File: config.mk
export PLATFORM = sky130hd
export DESIGN_NAME = cpu_irq_ctrl
export DESIGN_NICKNAME = d
export VERILOG_FILES = /design/src/rtl/cpu_irq_ctrl.sv
export SDC_FILE = /design/constraint.sdc
export NUM_CORES = 1
export LEC_CHECK = 0
export ABC_AREA = 1
export CAP_MARGIN = 30
export CORE_MARGIN = 4
export CORE_UTILIZATION = 39
export CTS_CLUSTER_SIZE = 30
export DETAILED_ROUTE_END_ITERATION = 16
export HOLD_SLACK_MARGIN = 0.02
export PLACE_DENSITY = 0.81
export SLEW_MARGIN = 20
export SYNTH_ARGS = -nofsm -noshare
export SYNTH_HDL_FRONTEND = slang
export SYNTH_SLANG_ARGS = --single-unit
File: constraint.sdc
create_clock -name clk -period 1.55 [get_ports clk]
set_input_delay 0.31 -clock clk [delete_from_list [all_inputs] [get_ports clk]]
set_output_delay 0.31 -clock clk [all_outputs]
set_load 0.005 [all_outputs]
File: src/rtl/cpu_irq_ctrl.sv
`default_nettype none
// +------------------------------------------------------------------------+
// | Module   : cpu_irq_ctrl                                                |
// | Purpose  : Interrupt/exception arbiter in front of the PC source mux.  |
// |            Latches rising edges of the external interrupt lines and    |
// |            applies a mask. Overrides PCSrc with 4 (interrupt) or 5     |
// |            (exception) and supplies the EPC for the $k0 write-back.    |
// |            Kernel mode is PC[31]=1; interrupts are taken only from     |
// |            user mode and never nest.                                   |
// | Ports    : clk, reset (sync, active-low)                               |
// |            PC[31:0], illop             - CPU state this cycle          |
// |            irq_in[N_IRQ-1:0]           - external lines, rising edge   |
// |            reg_we, reg_addr[1:0],      - 0=MASK, 1=PENDING (w1c),      |
// |            reg_wdata[31:0], reg_rdata  - 2=CAUSE, 3=reads zero         |
// |            force_en, force_src[2:0]    - PC mux override               |
// |            epc[31:0], epc_we           - $k0 return address + strobe   |
// | Config   : CPU_IRQ_SYNC_EN - adds a 2-flop synchronizer on irq_in      |
// |            (request-to-pending latency 3 edges instead of 1).          |
// | Revision : 1.0 - initial release                                       |
// +------------------------------------------------------------------------+
module cpu_irq_ctrl #(
  parameter int N_IRQ = 8
) (
  input  logic             clk,
  input  logic             reset,
  input  logic [31:0]      PC,
  input  logic             illop,
  input  logic [N_IRQ-1:0] irq_in,
  input  logic             reg_we,
  input  logic [1:0]       reg_addr,
  input  logic [31:0]      reg_wdata,
  output logic [31:0]      reg_rdata,
  output logic             force_en,
  output logic [2:0]       force_src,
  output logic [31:0]      epc,
  output logic             epc_we
);

  localparam logic [2:0] c_SRC_NONE = 3'd0;
  localparam logic [2:0] c_SRC_IRQ  = 3'd4;
  localparam logic [2:0] c_SRC_EXC  = 3'd5;

  localparam logic [1:0] c_ADDR_MASK    = 2'd0;
  localparam logic [1:0] c_ADDR_PENDING = 2'd1;
  localparam logic [1:0] c_ADDR_CAUSE   = 2'd2;

  typedef enum logic [0:0] {
    ST_USER   = 1'b0,
    ST_KERNEL = 1'b1
  } state_t;

  state_t           r_state;
  state_t           w_state_nxt;
  logic [N_IRQ-1:0] r_mask;
  logic [N_IRQ-1:0] r_pending;
  logic [N_IRQ-1:0] r_irq_q;
  logic [3:0]       r_cause;

  logic [N_IRQ-1:0] w_irq_s;
  logic [N_IRQ-1:0] w_rise;
  logic [N_IRQ-1:0] w_req;
  logic [N_IRQ-1:0] w_ack;
  logic [N_IRQ-1:0] w_w1c;
  logic [N_IRQ-1:0] w_pending_nxt;
  logic [3:0]       w_sel;
  logic             w_take_exc;
  logic             w_take_irq;
  logic             w_unused_wdata;

`ifdef CPU_IRQ_SYNC_EN
  logic [N_IRQ-1:0] r_sync1;
  logic [N_IRQ-1:0] r_sync2;

  always_ff @(posedge clk) begin
    if (!reset) begin
      r_sync1 <= '0;
      r_sync2 <= '0;
    end else begin
      r_sync1 <= irq_in;
      r_sync2 <= r_sync1;
    end
  end

  assign w_irq_s = r_sync2;
`else
  assign w_irq_s = irq_in;
`endif

  assign w_unused_wdata = ^reg_wdata[31:N_IRQ];

  assign w_rise = w_irq_s & ~r_irq_q;
  assign w_req  = r_pending & r_mask;
  assign w_w1c  = (reg_we && reg_addr == c_ADDR_PENDING) ? reg_wdata[N_IRQ-1:0] : '0;

  // Decisions are qualified by reset so the outputs stay quiet while it is held.
  assign w_take_exc = reset & illop;
  assign w_take_irq = reset & ~illop & (|w_req) & ~PC[31] & (r_state == ST_USER);

  // Lowest-index request wins; scanning downwards leaves the lowest one last.
  always_comb begin
    w_sel = 4'd0;
    w_ack = '0;
    for (int i = N_IRQ - 1; i >= 0; i--) begin
      if (w_req[i]) begin
        w_sel    = i[3:0];
        w_ack    = '0;
        w_ack[i] = 1'b1;
      end
    end
  end

  // A new rise always survives both the acknowledge and a w1c on the same bit.
  assign w_pending_nxt = (r_pending & ~(w_take_irq ? w_ack : '0) & ~w_w1c) | w_rise;

  always_comb begin
    force_en    = 1'b0;
    force_src   = c_SRC_NONE;
    epc         = 32'd0;
    epc_we      = 1'b0;
    w_state_nxt = r_state;
    if (w_take_exc) begin
      // Faulting instruction is skipped; the +4 never carries into the mode bit.
      force_en    = 1'b1;
      force_src   = c_SRC_EXC;
      epc         = {PC[31], PC[30:0] + 31'd4};
      epc_we      = 1'b1;
      w_state_nxt = ST_KERNEL;
    end else if (w_take_irq) begin
      // Interrupted instruction has not executed yet and is replayed.
      force_en    = 1'b1;
      force_src   = c_SRC_IRQ;
      epc         = PC;
      epc_we      = 1'b1;
      w_state_nxt = ST_KERNEL;
    end else if (r_state == ST_KERNEL && !PC[31]) begin
      w_state_nxt = ST_USER;
    end
  end

  always_ff @(posedge clk) begin
    if (!reset) begin
      r_state   <= ST_USER;
      r_mask    <= '0;
      r_pending <= '0;
      r_irq_q   <= '0;
      r_cause   <= 4'd0;
    end else begin
      r_state   <= w_state_nxt;
      r_irq_q   <= w_irq_s;
      r_pending <= w_pending_nxt;
      if (reg_we && reg_addr == c_ADDR_MASK) begin
        r_mask <= reg_wdata[N_IRQ-1:0];
      end
      if (w_take_irq) begin
        r_cause <= w_sel;
      end
    end
  end

  always_comb begin
    reg_rdata = 32'd0;
    case (reg_addr)
      c_ADDR_MASK:    reg_rdata[N_IRQ-1:0] = r_mask;
      c_ADDR_PENDING: reg_rdata[N_IRQ-1:0] = r_pending;
      c_ADDR_CAUSE:   reg_rdata[3:0]       = r_cause;
      default:        reg_rdata            = 32'd0;
    endcase
  end

endmodule
`default_nettype wire

==> results of run 1 <==
timing repair:
action | CTS | global route
endpoints found under the hold margin | 0 | 0
endpoints found under the setup margin | 46 | 42
gates resized for setup | 417 | 67
cloned | 0 | 0
pin swaps | 60 | 28
setup buffers | 39 | 8
final timing paths:
kind / cells after the start / slack, ns / from / end
max: 11 / -0.47 / r_mask[1] / epc[18]
min: 1 / 0.41 / r_irq_q[4] / r_pending[4]
max reg2reg: 13 / 0 / r_mask[1] / r_state
min reg2reg: 1 / 0.41 / r_irq_q[4] / r_pending[4]
cell families after synthesis:
| family | after synthesis | share of synthesized area [%] |
|---|---|---|
| AOI/OAI and AO/OA | 44 | 9.690 |
| xor gates and xnor gates | 4 | 1.337 |
| adders and majority gates | 1 | 0.4773 |
| buffers and inverters | 89 | 17.47 |
| DFF | 28 | 21.38 |
| other | 1 | 0.1431 |
| and+or+nand+nor | 299 | 49.50 |
sequential cells by signal, summed over array words and instances (netlist names):
name / flops
r_cause: 3
r_irq_q: 8
r_mask: 8
r_pending: 8
r_state: 1
critical path: cells and delay by family, from the launching register on:
kind | cells | cell delay [ns]
AOI/OAI and AO/OA | 1 | 0.06
buffers and inverters | 3 | 0.38
DFF | 1 | 0.34
and+or+nand+nor | 7 | 0.64
cell usage after synthesis:
library cell  count  share of area (%)
a211oi_1          1               0.29
a21oi_1           6                1.1
a22o_1            4                1.3
a31oi_1           1               0.24
buf_1             1               0.14
buf_4            29                8.3
buf_6             2               0.86
clkbuf_1          2               0.29
conb_1            1               0.14
dfxtp_1          28                 21
ha_1              1               0.48
inv_1            51                7.3
inv_2             4               0.57
nand2_1         146                 21
nand2_2           5                1.2
nand2_4           1               0.43
nand3_1          36                6.9
nand3_2           3                1.1
nand3b_1          5                1.4
nand4_1           5                1.2
nor2_1           75                 11
nor2_2            7                1.7
nor2_4            1               0.43
nor3_1           11                2.1
nor3_4            1               0.62
nor3b_1           1               0.29
o211ai_1          1               0.29
o21ai_0          19                3.6
o21ai_1           6                1.1
o21bai_1          4                1.1
o22ai_1           2               0.48
or2_1             1               0.24
or2_2             1               0.24
xnor2_1           1               0.33
xor2_1            3                1.0
routing by layer:
layer | vias to the layer above | GRT usage, % | wire (µm)
met4 | 0 | 13.90 | 994
met2 | 360 | 53.45 | 6610
li1 | 1884 | - | -
met1 | 1994 | 30.86 | 4778
met5 | - | 0 | 0
met3 | 114 | 6.427 | 1433
stage by stage:
step | TNS, ns | area, µm² | hold WS [ns] | cells
after global placement | -41.15 | 4268 | 0.4029 | 727
final | -12.79 | 5085 | 0.4117 | 776
after global routing | -15.63 | 5085 | 0.4374 | 776
after floorplan | 0 | 2711 | 0.3989 | 490
after CTS | -9.854 | 4821 | 0.4175 | 769
after detailed placement | -43.12 | 4268 | 0.4143 | 727
layout make-up:
type	instances	area, µm²	share of cell area (%)
Sequential cell	28	580.6	11.42
Timing Repair Buffer	239	1888	37.13
Clock inverter	1	30.03	0.5906
Clock buffer	3	41.29	0.8120
Inverter	55	221.5	4.355
Multi-Input combinational cell	373	2227	43.80
Tap cell	77	96.34	1.895
power by group through the flow:
stage | combinational [µW] | sequential (µW) | clock [µW]
2_1_floorplan | 324 | 802 | 0
3_3_place_gp | 795 | 798 | 0
3_5_place_dp | 814 | 801 | 0
4_1_cts | 894 | 795 | 590
5_1_grt | 1080 | 806 | 630
6_report | 1020 | 803 | 588
==> impl_metrics.toml, run 1 <==
[clocking]
cts_max_path_buffers = 2
cts_buffers = 3
cts_sinks = 28
cts_tree = "yes"
clkTransAtPathRegs_ns = 0.10
clk_latency_ns = 0.29
cts.htree.levels = 1
cts-root-buf = "clkbuf_8"
ctsHoldBuffers = 0

[synth]
avgSynthCellArea_um2 = 5.625
ys_types = 35
ys_ff_latch = 28
ys.warnings.count = 0
netlist_instances = 466
synth_area_um2 = 2621
seq_area_frac_synth_pct = 21.38

[placed_design]
portBuffers = 97
gp_congestion = 0.8923
dpl_worst_slack_ns = -1.127
post-dp-hpwl_um = 7739

[critical_path]
cp_max_fo = 5
cp_slowest_cell = "dfxtp_2"
max_stage_delay_ns = 0.34
startpoint_type = "register"
cpMostUsedCell = "nand2_2"
cp-end-kind = "primary output"
required_ns = 1.24
crit_path_cell_trace = "nand2_2, nand2_2, nor2_4, nand2_2, nand2_4, nand2_8, buf_6, buf_6, nand2_2, o21ai_2, buf_2"
critPathKind = "reg2out"
worstPathArrival_ns = 1.71

[power]
switching_share_pct = 32.92
power.net_switching_uw = 793.5
finalPower_uw = 2411
clock_power_share_pct = 24.4
powerDensity_nw_per_um2 = 474.1
seqPwrFrac_pct = 33.3
ir_drop_mv = 0.5595
combPwrFrac_pct = 42.3
p_leak_uw = 0.002683
p_int_uw = 1617

[routing]
drc = 0
drt_pre_antenna_iters = 8
antenna_left = 0
via_per_inst = 5.608
post_drt_wl_per_cell_um = 17.81
via_count = 4352
drt_iter0_markers = 391
drt_wl_total_um = 13820

[layout]
num_antenna_cells = 0
layout_common_cells = "buf_4, nand2_1, buf_2"
utilization_pct = 79.17
drive_above_1_share_pct = 51.36
area_delta_synth_final_pct = 93.99
fillCellCount = 395
fin_nets = 779
layout_commonest_cell = "buf_4"

[die]
start_util_pct = 40.81
core_area_um2 = 6422
rows = 29
die_area_um2 = 8096
fp.dieH_um = 89.98
num_io_pins = 147
fp.dieW_um = 89.98

[sta]
rsz0062_at_grt = "true"
setup_violations = 35
slew_viol_final = 0
period_share_pct = 130.2
hold_violations = 0
finalWorstSetupSlack_ns = -0.4685
finalCriticalPeriod_ns = 2.018
clock_skew_ns = 0.006588
max_freq_mhz = 495.4

[min_path]
hp-class = "reg2reg"

[global_routing]
grt_first_pass_wirelength_um = 19440
grt_max_degree = 28
overflow = 0
grt_pass1_vias = 4094
antenna_found_initial = 0
grt_use_total_pct = 28.87

[run]
maxCapViolCount = 0

[status]
violations = "setup timing"
status = "complete, but fails checks"
(Power assumes the default switching activity.)
==> inputs of run 2 (changes only) <==
==> constraint.sdc (replaced) <==
create_clock -name clk -period 2.3 [get_ports clk]
set_input_delay 0.46 -clock clk [delete_from_list [all_inputs] [get_ports clk]]
set_output_delay 0.46 -clock clk [all_outputs]
set_load 0.02 [all_outputs]
==> impl_metrics.toml, run 2 (synthesis gave the netlist of run 1 again) <==
[layout]
finalInstanceArea_um2 = 4453
num_antenna_cells = 0
layout_common_cells = "nand2_1, buf_4, nor2_1"
drive_above_1_share_pct = 36.39
layout_commonest_cell = "nand2_1"
utilization_pct = 69.34
reg.largest.list = "r_irq_q: 8 flops, r_mask: 8 flops, r_pending: 8 flops"
fin_nets = 734
area_delta_synth_final_pct = 69.88

[routing]
post_drt_wl_per_cell_um = 13.76
drt_iter0_markers = 226
met1_length_um = 3900
top_layer = "met4"
wl_met2_um = 4929
drt_wl_total_um = 10060
drc = 0
dr_wl_met3_um = 868
via_count = 3691
drt_pre_antenna_iters = 5
via_per_inst = 5.049
antenna_left = 0

[clocking]
ctsHoldBuffers = 0
cts_sinks = 28
cts_buffers = 3
cts_max_path_buffers = 2
clk_latency_ns = 0.28
cts-root-buf = "clkbuf_8"
cts.htree.levels = 1
cts_tree = "yes"
clkTransAtPathRegs_ns = 0.10

[sta]
max_freq_mhz = 436.6
period_share_pct = 99.57
holdWs_ns = 0.4179
rsz0062_at_grt = "true"
slew_viol_final = 0
clock_skew_ns = 0.003235
tns_ns = 0
setup_violations = 0
hold_violations = 0
finalCriticalPeriod_ns = 2.290

[critical_path]
startpoint_type = "input port"
critPathKind = "in2out"
cp-end-kind = "primary output"
crit_start = "PC[10]"
r2r-start = "r_pending[2]"
required_ns = 1.84
worstPathArrival_ns = 1.83
cp_max_fo = 3

[die]
core_area_um2 = 6422
die_area_um2 = 8096
fp.dieH_um = 89.98
fp.dieW_um = 89.98
num_io_pins = 147
rows = 29
start_util_pct = 40.81

[global_routing]
grt_use_total_pct = 23.52
grt_first_pass_wirelength_um = 16380
grt_max_degree = 28
grt_pass1_vias = 3630
antenna_found_initial = 0
overflow = 0

[run]
maxCapViolCount = 0

[power]
ir_drop_mv = 0.4446
p_leak_uw = 0.002351
powerDensity_nw_per_um2 = 347.5

[status]
status = "finished clean"

[placed_design]
portBuffers = 97
placed_area_um2 = 4200
post-dp-hpwl_um = 7388
gp_congestion = 0.9229

[min_path]
hp-class = "reg2reg"
min-delay-start = "r_irq_q[2]"
==> run 2: cell count changes in the layout (fill, tap and decap cells not counted), sizes merged <==
cell | before | now
clkinv | 1 | 0
clkdlybuf4s15 | 5 | 12
clkdlybuf4s50 | 20 | 24
inv | 54 | 55
buf | 201 | 125
dlygate4sd2 | 9 | 13
clkbuf | 6 | 16
dlymetal6s2s | 1 | 7
==> run 2: final timing paths <==
| path | slack (ns) | cells after the start | end |
|---|---|---|---|
| max | 0.01 | 9 | epc[19] |
| min | 0.42 | 1 | r_pending[2] |
| max reg2reg | 0.90 | 9 | r_cause[1] |
| min reg2reg | 0.42 | 1 | r_pending[2] |
==> run 2: report_power, final <==
group / internal, µW / switching, µW
logic: 275 / 345
registers: 517 / 20.2
clock network: 233 / 157
total: 1020 / 523
==> run 2: layer usage <==
metal | vias to the layer above | GRT usage (%)
met5 | - | 0
met4 | 0 | 7.653
met3 | 38 | 4.674
met2 | 187 | 42.11
met1 | 1665 | 28.14
li1 | 1801 | -
==> run 2: worst max-delay path, stage by stage <==
cell	delay [ns]
dlygate4sd2_1	0.28
nand2_1	0.14
inv_1	0.10
nand3_1	0.10
nor2_2	0.17
nand2_1	0.13
nand3_1	0.11
o21ai_1	0.07
clkdlybuf4s15_2	0.25
==> run 2: layout make-up <==
cell class / instances / area [µm²]
timing repair buffer: 194 / 1550
sequential: 28 / 566.8
clock inverter: 1 / 30.03
clock buffer: 3 / 41.29
fill: 510 / 1969
multi-input combinational: 373 / 1959
tap: 77 / 96.34
inverter: 55 / 209.0
==> run 2: through the flow <==
step	power [µW]	worst slack (ns)	std cells
after CTS	1510	0.0006937	726
after floorplan	834.7	0.3009	490
final	1547	0.009777	731
after global placement	1130	-0.7541	718
after detailed placement	1142	-0.7505	718
after global routing	1624	-0.05722	731
==> run 2: repair_timing <==
item / in CTS / in global routing
resized for setup: 230 / 77
pin swaps: 17 / 17
setup buffers: 4 / 5
setup endpoints to repair: 44 / 35
==> inputs of run 3 (changes only) <==
--- a/config.mk
+++ b/config.mk
@@ -13,6 +13,7 @@
 export DETAILED_ROUTE_END_ITERATION = 16
 export HOLD_SLACK_MARGIN = 0.02
 export PLACE_DENSITY = 0.81
+export SETUP_SLACK_MARGIN = 0.15
 export SLEW_MARGIN = 20
 export SYNTH_ARGS = -nofsm -noshare
 export SYNTH_HDL_FRONTEND = slang
==> impl_metrics.toml, run 3 (synthesis gave the netlist of run 1 again) <==
[clocking]
cts_tree = "yes"
cts_sinks = 28
ctsHoldBuffers = 0
clkTransAtPathRegs_ns = 0.10
cts_buffers = 3
clk_latency_ns = 0.28
cts-root-buf = "clkbuf_8"
cts_max_path_buffers = 2
cts.htree.levels = 1

[critical_path]
startpoint_type = "register"
max_stage_delay_ns = 0.35
cp-endpoint = "epc[17]"
r2r-start = "r_mask[5]"
timing.reg2reg.worst_path_depth = 16
r2r_slack_ns = 0.21
path_depth = 11
critPathKind = "reg2out"
crit_path_cell_trace = "nand2_2, nand2_4, nor2_4, nand2_2, nand2_4, nand2_8, buf_12, buf_6, nand2_1, o21ai_2, buf_6"
cp_slowest_cell = "dfxtp_2"
required_ns = 1.84
cp_max_fo = 6
worstPathArrival_ns = 1.67
reg2reg_to = "r_pending[7]"
crit_start = "r_mask[6]"
crit_family = "simple AND/OR/NAND/NOR gates"
path_buf_inv = 3
cp-end-kind = "primary output"

[power]
p_leak_uw = 0.002522
ir_drop_mv = 0.4638
finalPower_uw = 1648
powerDensity_nw_per_um2 = 345.3

[layout]
reg.largest.list = "r_irq_q: 8 flops, r_mask: 8 flops, r_pending: 8 flops"
fin_nets = 760
drive_above_1_share_pct = 45.74
area_delta_synth_final_pct = 82.10
num_antenna_cells = 0
finalInstanceArea_um2 = 4773
layout_common_cells = "buf_4, nand2_1, nor2_1"
layout_commonest_cell = "buf_4"

[die]
core_area_um2 = 6422
start_util_pct = 40.81
fp.dieW_um = 89.98
die_area_um2 = 8096
num_io_pins = 147
fp.dieH_um = 89.98
rows = 29

[placed_design]
placed_area_um2 = 4200
portBuffers = 97
post-dp-hpwl_um = 7388
dpl_worst_slack_ns = -0.7505
gp_congestion = 0.9229

[sta]
slew_viol_final = 0
max_freq_mhz = 469.0
hold_violations = 0
period_share_pct = 92.70
rsz0062_at_grt = "true"
setup_violations = 0
finalCriticalPeriod_ns = 2.132
finalWorstSetupSlack_ns = 0.1678
clock_skew_ns = 0.001774

[global_routing]
grt_pass1_vias = 3828
grt_max_degree = 28
grt_first_pass_wirelength_um = 17510
overflow = 0
antenna_found_initial = 0
grt_use_total_pct = 25.53

[min_path]
hp-class = "reg2reg"

[status]
status = "finished clean"

[routing]
drc = 0
drt_wl_total_um = 11930
post_drt_wl_per_cell_um = 15.76
antenna_left = 0
drt_iter0_markers = 312
drt_pre_antenna_iters = 5
via_count = 3965
via_per_inst = 5.238

[run]
maxCapViolCount = 0
==> run 3: cell types whose count changed in the layout (fill, tap and decap cells not counted), sizes merged <==
cell | before | now
buf | 125 | 169
clkbuf | 16 | 21
clkdlybuf4s15 | 12 | 3
clkdlybuf4s50 | 24 | 20
dlygate4sd2 | 13 | 8
dlymetal6s2s | 7 | 2
==> run 3: layout make-up <==
cell class              count  area, µm²
clock buffers               3      41.29
clock inverters             1      30.03
fillers                   441       1649
inverters                  55      206.4
multi-input cells         373       2088
flip-flops and latches     28      583.1
well taps                  77      96.34
repair buffers            220       1728
==> run 3: layer usage <==
metal / global-route usage (%) / share of wire (%) / vias up
li1: - / - / 1843
met1: 28.56 / 36 / 1809
met2: 46.55 / 50 / 242
met3: 5.509 / 8.4 / 71
met4: 10.84 / 6.3 / 0
met5: 0 / 0 / -
==> run 3: through the flow <==
step / hold WS [ns] / cells / util, % / setup TNS [ns]
after global routing: 0.4468 / 757 / 74.32 / 0
after global placement: 0.4026 / 718 / 65.40 / -22.62
final: 0.4231 / 757 / 74.32 / 0
after floorplan: 0.3989 / 490 / - / 0
after CTS: 0.4198 / 748 / 71.50 / 0
after detailed placement: 0.4128 / 718 / 65.40 / -23.48
==> run 3: where the power goes <==
| group | internal [µW] | leakage [µW] | switching, µW |
|---|---|---|---|
| clock | 233 | 0.0000357 | 160 |
| combinational | 323 | 0.00225 | 389 |
| sequential | 520 | 0.000237 | 23.6 |
| total | 1080 | 0.00252 | 572 |
==> run 3: worst min path at each step <==
| stage | from | to | depth (start not counted) |
|---|---|---|---|
| after floorplan | r_irq_q[2] | r_pending[2] | 1 |
| after global placement | r_irq_q[5] | r_pending[5] | 1 |
| after detailed placement | r_irq_q[2] | r_pending[2] | 1 |
| after CTS | r_irq_q[2] | r_pending[2] | 1 |
| after global routing | r_irq_q[5] | r_pending[5] | 1 |
| final | r_irq_q[5] | r_pending[5] | 1 |
==> run 3: timing repair <==
action | in CTS | in global routing
buffers inserted | 26 | 9
pin swaps | 35 | 38
setup endpoints to repair | 44 | 41
endpoints found under the hold margin | 0 | 0
resized for setup | 322 | 118
